### config.mk
export PLATFORM = sky130hd
export DESIGN_NAME = dma_tx_sm
export DESIGN_NICKNAME = d
export VERILOG_FILES = /design/src/rtl/dma_tx_sm.sv
export SDC_FILE = /design/constraint.sdc
export NUM_CORES = 1
export LEC_CHECK = 0
export BUFFER_PORTS_ARGS = -buffer_cell sky130_fd_sc_hd__buf_2
export CORE_ASPECT_RATIO = 1.25
export CORE_MARGIN = 5
export CORE_UTILIZATION = 35
export CTS_CLUSTER_DIAMETER = 50
export DETAILED_ROUTE_END_ITERATION = 10
export SLEW_MARGIN = 20
export SYNTH_ARGS = -nofsm -noshare
export SYNTH_HDL_FRONTEND = slang
export SYNTH_SLANG_ARGS = --single-unit
### constraint.sdc
create_clock -name hclk -period 2.3 [get_ports hclk]
set_clock_uncertainty 0.2 [all_clocks]
set_input_delay 0.115 -clock hclk [delete_from_list [all_inputs] [get_ports hclk]]
set_output_delay 0.115 -clock hclk [all_outputs]
set_load 0.1 [all_outputs]
### src/rtl/dma_tx_sm.sv
// Write-side DMA channel state machine: drains a buffered block to AHB or APB
// as a counted sequence of accesses, then hands the buffer back to the read side.
module dma_tx_sm #(
    parameter int CNT_W = 4
) (
    input  logic             hclk,
    input  logic             n_hreset,
    input  logic             xfer_start,
    input  logic             target_apb,
    input  logic             read_complete,
    input  logic [CNT_W-1:0] block_beats,
    input  logic             last_block,
    input  logic             abort,
    input  logic             hready,
    input  logic             ahb_grant,
    input  logic             pready,
    input  logic             double_clk,
    output logic             ahb_req,
    output logic             apb_sel,
    output logic             apb_enable,
    output logic             write_complete,
    output logic             xfer_done,
    output logic [CNT_W-1:0] beat_cnt,
    output logic [4:0]       dma_write_state,
    output logic [4:0]       next_write_state
);

    localparam logic [4:0] W_IDLE          = 5'h00;
    localparam logic [4:0] W_WAIT_FOR_READ = 5'h01;
    localparam logic [4:0] W_AHB_MAIN      = 5'h02;
    localparam logic [4:0] W_AHB_ADDR      = 5'h03;
    localparam logic [4:0] W_AHB_DATA      = 5'h04;
    localparam logic [4:0] W_APB_MAIN      = 5'h05;
    localparam logic [4:0] W_APB_DATA      = 5'h06;
    localparam logic [4:0] W_APB_HOLD      = 5'h07;
    localparam logic [4:0] W_DONE_BLOCK    = 5'h08;
    localparam logic [4:0] W_FINISH        = 5'h09;

    logic [4:0]       state;
    logic [4:0]       next_state;
    logic [CNT_W-1:0] cnt;
    logic             count_two;
    logic             phase_done;
    logic             last_beat;
    logic             in_apb;
    logic             next_in_apb;

    // With double_clk the APB phase spans two hclk cycles; count_two marks the second.
    assign phase_done  = ~double_clk | count_two;
    assign last_beat   = (cnt == CNT_W'(1));
    assign in_apb      = (state == W_APB_MAIN) || (state == W_APB_DATA);
    assign next_in_apb = (next_state == W_APB_MAIN) || (next_state == W_APB_DATA);

    always_comb begin
        next_state = state;
        case (state)
            W_IDLE:
                if (xfer_start) next_state = W_WAIT_FOR_READ;
            W_WAIT_FOR_READ:
                if (abort)                    next_state = W_FINISH;
                else if (read_complete) begin
                    if (block_beats == '0)    next_state = W_DONE_BLOCK;
                    else if (target_apb)      next_state = W_APB_MAIN;
                    else                      next_state = W_AHB_MAIN;
                end
            W_AHB_MAIN:
                if (abort)                    next_state = W_FINISH;
                else if (ahb_grant && hready) next_state = W_AHB_ADDR;
            W_AHB_ADDR:
                if (hready) next_state = W_AHB_DATA;
            W_AHB_DATA:
                if (hready) begin
                    if (abort)                next_state = W_FINISH;
                    else if (last_beat)       next_state = W_DONE_BLOCK;
                    else                      next_state = W_AHB_MAIN;
                end
            W_APB_MAIN:
                if (abort)                    next_state = W_FINISH;
                else if (phase_done)          next_state = W_APB_DATA;
            W_APB_DATA:
                if (abort)                    next_state = W_FINISH;
                else if (pready && phase_done)
                    next_state = last_beat ? W_DONE_BLOCK : W_APB_HOLD;
            W_APB_HOLD:
                next_state = abort ? W_FINISH : W_APB_MAIN;
            W_DONE_BLOCK:
                next_state = (last_block || abort) ? W_FINISH : W_WAIT_FOR_READ;
            W_FINISH:
                next_state = W_IDLE;
            default:
                next_state = W_IDLE;
        endcase
    end

    always_ff @(posedge hclk or negedge n_hreset) begin
        if (!n_hreset) begin
            state     <= W_IDLE;
            cnt       <= '0;
            count_two <= 1'b0;
        end else begin
            state <= next_state;

            if (in_apb && next_in_apb) count_two <= double_clk ? ~count_two : count_two;
            else                       count_two <= 1'b0;

            // Decrements saturate so a stray beat at zero cannot wrap the count.
            if (state == W_WAIT_FOR_READ && !abort && read_complete)
                cnt <= block_beats;
            else if (state == W_AHB_DATA && hready)
                cnt <= (cnt == '0) ? '0 : cnt - CNT_W'(1);
            else if (state == W_APB_DATA && !abort && pready && phase_done)
                cnt <= (cnt == '0) ? '0 : cnt - CNT_W'(1);
            else if (state == W_FINISH)
                cnt <= '0;
        end
    end

    assign ahb_req          = (state == W_AHB_MAIN);
    assign apb_sel          = (state == W_APB_MAIN) || (state == W_APB_DATA);
    assign apb_enable       = (state == W_APB_DATA);
    assign write_complete   = (state == W_DONE_BLOCK);
    assign xfer_done        = (state == W_FINISH);
    assign beat_cnt         = cnt;
    assign dma_write_state  = state;
    assign next_write_state = next_state;

endmodule

==> results.md, run 1 <==
- Status: finished with violations
- Failing checks: setup timing
- CP Max Fanout: 3
- Vias in the first global route: 1158
- Crit. End Element: output pin
- Largest cells by area after synthesis: dfrtp_1 (26%), nor3_1 (3.1%), nor4b_2 (3.1%)
- Initial antenna violation count: 0
- Die width: 57.0 um
- CP required: 1.99 ns
- Io pins: 34
- Count leader, synth: dfrtp_1
- Final min period: 2.33 ns
- Count of cell types in the netlist: 55
- GRT Resource Usage Total: 0.168
- Initial Util: 0.364
- Final WL: 3230 um
- Synthesized instance count: 116
- Die Y: 68.7 um
- #FFs+latches synth: 10
- Max Root-Sink Buffers: 2
- # DRC: 0
- CTS tree: done
- Area leader, netlist: dfrtp_1
- Row count: 21
- DR vias: 1141
- Synth top cells by count: dfrtp_1 (10), inv_1 (6), nor3_1 (6)
- Via density: 5.76
- Dpl hpwl: 2350 um
- Drt first pass iters: 4
- NumNets Final: 180
- Final worst setup slack: -0.0261 ns
- Gpl congestion: 0.860
- CTS H-Tree Depth: 1
- Total CTS buffers: 3
- Max IR drop VDD: 0.701 mV
- RSZ-0062 raised after global routing: yes
- Min-Delay Path Class: in -> async
- Share of layout cells above drive strength 1: 0.543
- Worst Setup SP: beat_cnt[2]$_DFFE_PN0P_
- Input/output buffers: 32
- Fmax: 430 MHz
- First-pass GRT wire length: 5150 um
- Die area: 3910 sq um
- Antenna cells: 0
- Sequential share of the synthesized area: 0.259
- CTS Sinks: 10
- Skew-Pair Late Insertion Delay: 0.27 ns
- Startpoint type of the worst setup path: flop
- Area growth, synth to finish: 67.3%
- Final ANT Viol Nets: 0
- Final core utilization: 0.608
- Async S/R FF share, synth: 1.00
- Fin crit share: 1.01
- Hold Worst Slack: 0.0262 ns
- DRT iter0 DRCs: 26
- P_leak: 0.663 nW
- Root buf cell: clkbuf_4
- Synth Cell Area: 965 sq um
- Number of enable flip-flop cells after synthesis: 0
- Core Box Area: 2650 sq um
- Largest net degree at the start of global routing: 17
- Final Slew Violations: 0
- Data arrival, critical path: 2.01 ns
- Ys flop type: dfrtp_1
- Mean Syn Cell Area: 8.32 sq um
- WS Path Type: reg -> out
- CTS clk-pin slew, worst paths: 0.07 ns
- Synth top area share: 0.259
- Hold Vio Cnt, Final: 0
- Final setup violation count: 1
- Max-Cap Viols: 0
- Syn. warnings: 0
- WL/cell: 16.3 um
- Reg2reg start: dma_write_state[1]$_DFF_PN0_
- GRT Residual Overflow: 0
- Pwr/cell area: 1060 nW/um^2
==> timing repair <==
item	4_1_cts	5_1_grt
gates cloned	0	0
setup endpoints to repair	4	4
pin swaps	6	2
buffers inserted	9	3
hold endpoints to repair	15	0
gates resized for setup	5	8
hold buffers	6	0
==> report_power, final <==
part | internal (W) | switching [W] | total, W
registers | 0.000254 | 0.000105 | 0.000359
logic | 0.000378 | 0.000808 | 0.00119
clock network | 0.0000963 | 0.0000661 | 0.000162
total | 0.000729 | 0.000978 | 0.00171
==> final cells by class <==
cell class	count	area (sq um)
clock buffer	4	36.3
fill	257	1040
inverter	6	22.5
multi-input combinational	90	801
sequential	10	284
tap	34	42.5
timing repair buffer	54	428
==> metrics by stage <==
step	setup slack (ns)	instance area [sq um]	setup TNS, ns	total power, W	instances
after floorplan	-0.702	1150	-6.10	0.00122	117
after global placement	0.144	1370	0	0.00140	176
after detailed placement	0.108	1370	0	0.00142	176
after CTS	-0.0456	1560	-0.0805	0.00168	195
after global routing	-0.108	1610	-0.248	0.00179	198
final	-0.0261	1610	-0.0261	0.00171	198
==> state kept, by name (all words and copies together) (netlist names) <==
register and cells:
count_two 1, beat_cnt 4, dma_write_state 5
==> path summary, 6_finish.rpt <==
check	endpoint	slack (ns)	depth (start not counted)
min in group hclk	dma_write_state[1]$_DFF_PN0_	0.05	4
max in group asynchronous	beat_cnt[0]$_DFFE_PN0P_	1.65	2
max reg2reg	beat_cnt[3]$_DFFE_PN0P_	0.20	6
min	beat_cnt[3]$_DFFE_PN0P_	0.03	2
max	next_write_state[3]	-0.03	5
min reg2reg	count_two$_DFFE_PN0P_	0.38	3
==> per-layer routing <==
layer / part of all wire / routed length [um] / track usage
met1: 0.40 / 1280 / 0.180
met2: 0.54 / 1740 / 0.319
met3: 0.036 / 115 / 0.0261
met4: 0.028 / 89 / 0.0870
met5: 0 / 0 / 0
==> logic make-up after synthesis <==
kind of cell           synth area share
AO/OA/AOI/OAI                     0.297
XOR/XNOR                         0.0182
buffers and inverters            0.0843
flip-flops                        0.259
other                           0.00389
AND/OR/NAND/NOR                   0.337
==> critical path, stage by stage, from the launching register on <==
cell and delay (ns):
dfrtp_4 0.49, nor4b_4 0.34, a31oi_1 0.16, or4_4 0.45, o21ai_4 0.09, buf_12 0.19
==> placed cells by master (no fill, tap or decap), types with 2 or more instances in the layout <==
cell,n
o21bai_1,2
dlygate4sd3_1,6
nor2b_1,3
or4b_1,2
nand2_1,4
clkbuf_4,3
nor4b_4,3
conb_1,2
o21ai_2,2
buf_12,6
inv_1,5
o21ai_0,2
xor2_1,2
nand3_1,4
and2_1,2
a21oi_1,4
dfrtp_4,9
nor2_1,5
nand3b_1,2
nor3_1,5
a32oi_1,2
buf_2,27
o211ai_1,2
buf_4,15
a31oi_1,2
Note: power is estimated with default switching activity, not from simulation.
==> run 2: changes to the inputs <==
--- a/config.mk
+++ b/config.mk
@@ -6,6 +6,7 @@
 export NUM_CORES = 1
 export LEC_CHECK = 0
 export BUFFER_PORTS_ARGS = -buffer_cell sky130_fd_sc_hd__buf_2
+export CAP_MARGIN = 40
 export CORE_ASPECT_RATIO = 1.25
 export CORE_MARGIN = 5
 export CORE_UTILIZATION = 35
@@ -15,3 +16,4 @@
 export SYNTH_ARGS = -nofsm -noshare
 export SYNTH_HDL_FRONTEND = slang
 export SYNTH_SLANG_ARGS = --single-unit
+export TNS_END_PERCENT = 50
==> constraint.sdc (replaced) <==
create_clock -name hclk -period 2.3 [get_ports hclk]
set_clock_uncertainty 0.2 [all_clocks]
set_input_delay 0.115 -clock hclk [delete_from_list [all_inputs] [get_ports hclk]]
set_output_delay 0.115 -clock hclk [all_outputs]
set_load 0.01 [all_outputs]
==> run 2 against run 1 <==
Effect of this change: the run now ends clean; via count decreased by 3.7%; utilization is 10 points lower; flip-flop and latch count unchanged; highest routed layer unchanged.
==> results.md, run 2 (same netlist as run 1, synthesis figures left out) <==
- Max Root-Sink Buffers: 2
- TNS Setup: 0 ns
- Die area: 3910 sq um
- CTS Sinks: 10
- Startpoint type of the worst setup path: flop
- Pwr/cell area: 758 nW/um^2
- Final ANT Viol Nets: 0
- Total CTS buffers: 3
- Share of layout cells above drive strength 1: 0.428
- Root buf cell: clkbuf_4
- CTS clk-pin slew, worst paths: 0.07 ns
- Final Slew Violations: 0
- Via density: 5.69
- Hold depth: 3
- CP Max Fanout: 13
- Crit. End Element: output pin
- Drt first pass iters: 4
- CP required: 1.99 ns
- RSZ-0062 raised after global routing: yes
- Data arrival, critical path: 1.93 ns
- # DRC: 0
- Fin crit share: 0.975
- Gpl congestion: 0.903
- Most common cell after layout, fill and taps aside: buf_2
- CTS tree: done
- Io pins: 34
- Max reg flops: 5
- First-pass GRT wire length: 4780 um
- Final setup violation count: 0
- Min-Delay Path Class: in -> reg
- # placed instances: 182
- Initial antenna violation count: 0
- Max-Cap Viols: 0
- Non-filler instance count after layout: 193
- Core Box Area: 2650 sq um
- WL/cell: 15.6 um
- Hold Vio Cnt, Final: 0
- Fmax: 446 MHz
- P_leak: 0.598 nW
- Dpl hpwl: 2310 um
- Status: finished clean
- Antenna cells: 0
- Vias in the first global route: 1046
- Flop2flop setup slack: 0.26 ns
- Input/output buffers: 32
- DR vias: 1099
- Final WL: 3020 um
- Total chip power: 0.00102 W
- Die Y: 68.7 um
- GRT Resource Usage Total: 0.154
- NumNets Final: 175
- Skew-Pair Late Insertion Delay: 0.26 ns
- Most frequent cells in the layout: buf_2 (32), buf_4 (11)
- WS Path Type: reg -> out
- Largest net degree at the start of global routing: 17
- Row count: 21
- DRT iter0 DRCs: 36
- Worst Reg-to-Reg Cells: 5
- Hold Worst Slack: 0.0320 ns
- GRT Residual Overflow: 0
- Initial Util: 0.364
- Final min period: 2.24 ns
- Die width: 57.0 um
- CTS H-Tree Depth: 1
- Area growth, synth to finish: 39.3%
- Max IR drop VDD: 0.493 mV
## run 2: changes by cell type in the layout (fill, tap and decap cells not counted), moves of 3 or more
cell,before,now
buf_2,27,32
dfrtp_4,9,0
buf_4,15,11
dfrtp_2,0,6
buf_12,6,0
dfrtp_1,1,4
## run 2: timing repair
| action | 4_1_cts | 5_1_grt |
|---|---|---|
| resized for setup | 2 | 14 |
| hold buffers | 6 | 0 |
| pin swaps | 0 | 2 |
| setup endpoints to repair | 2 | 4 |
| buffers inserted | 0 | 1 |
| hold endpoints to repair | 15 | 0 |
## run 2: final cells by class
class | instances | area [sq um]
Fill cell | 264 | 1310
Timing Repair Buffer | 49 | 303
Inverter | 6 | 22.5
Multi-Input combinational cell | 90 | 682
Sequential cell | 10 | 258
Tap cell | 34 | 42.5
Clock buffer | 4 | 36.3
## run 2: path summary, 6_finish.rpt
path	startpoint	to
setup / recovery	dma_write_state[1]$_DFF_PN0_	next_write_state[2]
setup reg to reg	dma_write_state[4]$_DFF_PN0_	beat_cnt[3]$_DFFE_PN0P_
max in group asynchronous	n_hreset	dma_write_state[3]$_DFF_PN0_
hold reg to reg	count_two$_DFFE_PN0P_	count_two$_DFFE_PN0P_
hold / removal	block_beats[2]	beat_cnt[2]$_DFFE_PN0P_
min in group asynchronous	n_hreset	dma_write_state[0]$_DFF_PN0_
## run 2: power breakdown
group / switching, W / leakage (nW) / internal, W / total (W)
clock network: 0.0000602 / 0.0210 / 0.0000961 / 0.000156
registers: 0.000109 / 0.122 / 0.000228 / 0.000337
logic: 0.000265 / 0.455 / 0.000260 / 0.000525
total: 0.000434 / 0.598 / 0.000584 / 0.00102
## run 2: metrics by stage
step / worst slack, ns / instance area, sq um / utilization
after floorplan: 0.252 / 968 / -
after global placement: 0.261 / 1190 / 0.447
after detailed placement: 0.223 / 1190 / 0.447
after CTS: -0.0151 / 1290 / 0.486
after global routing: -0.0325 / 1340 / 0.506
final: 0.0586 / 1340 / 0.506
## run 2: per-layer routing
layer	wire [um]	global-route usage	vias up
li1	-	-	537
met1	1190	0.169	512
met2	1580	0.289	44
met3	198	0.0223	6
met4	50	0.0812	0
met5	0	0	-
## run 2: critical path: stages (launching register included)
cell      delay, ns
dfrtp_2        0.49
or4b_1         0.53
a311oi_1       0.32
a311o_2        0.19
buf_2          0.13
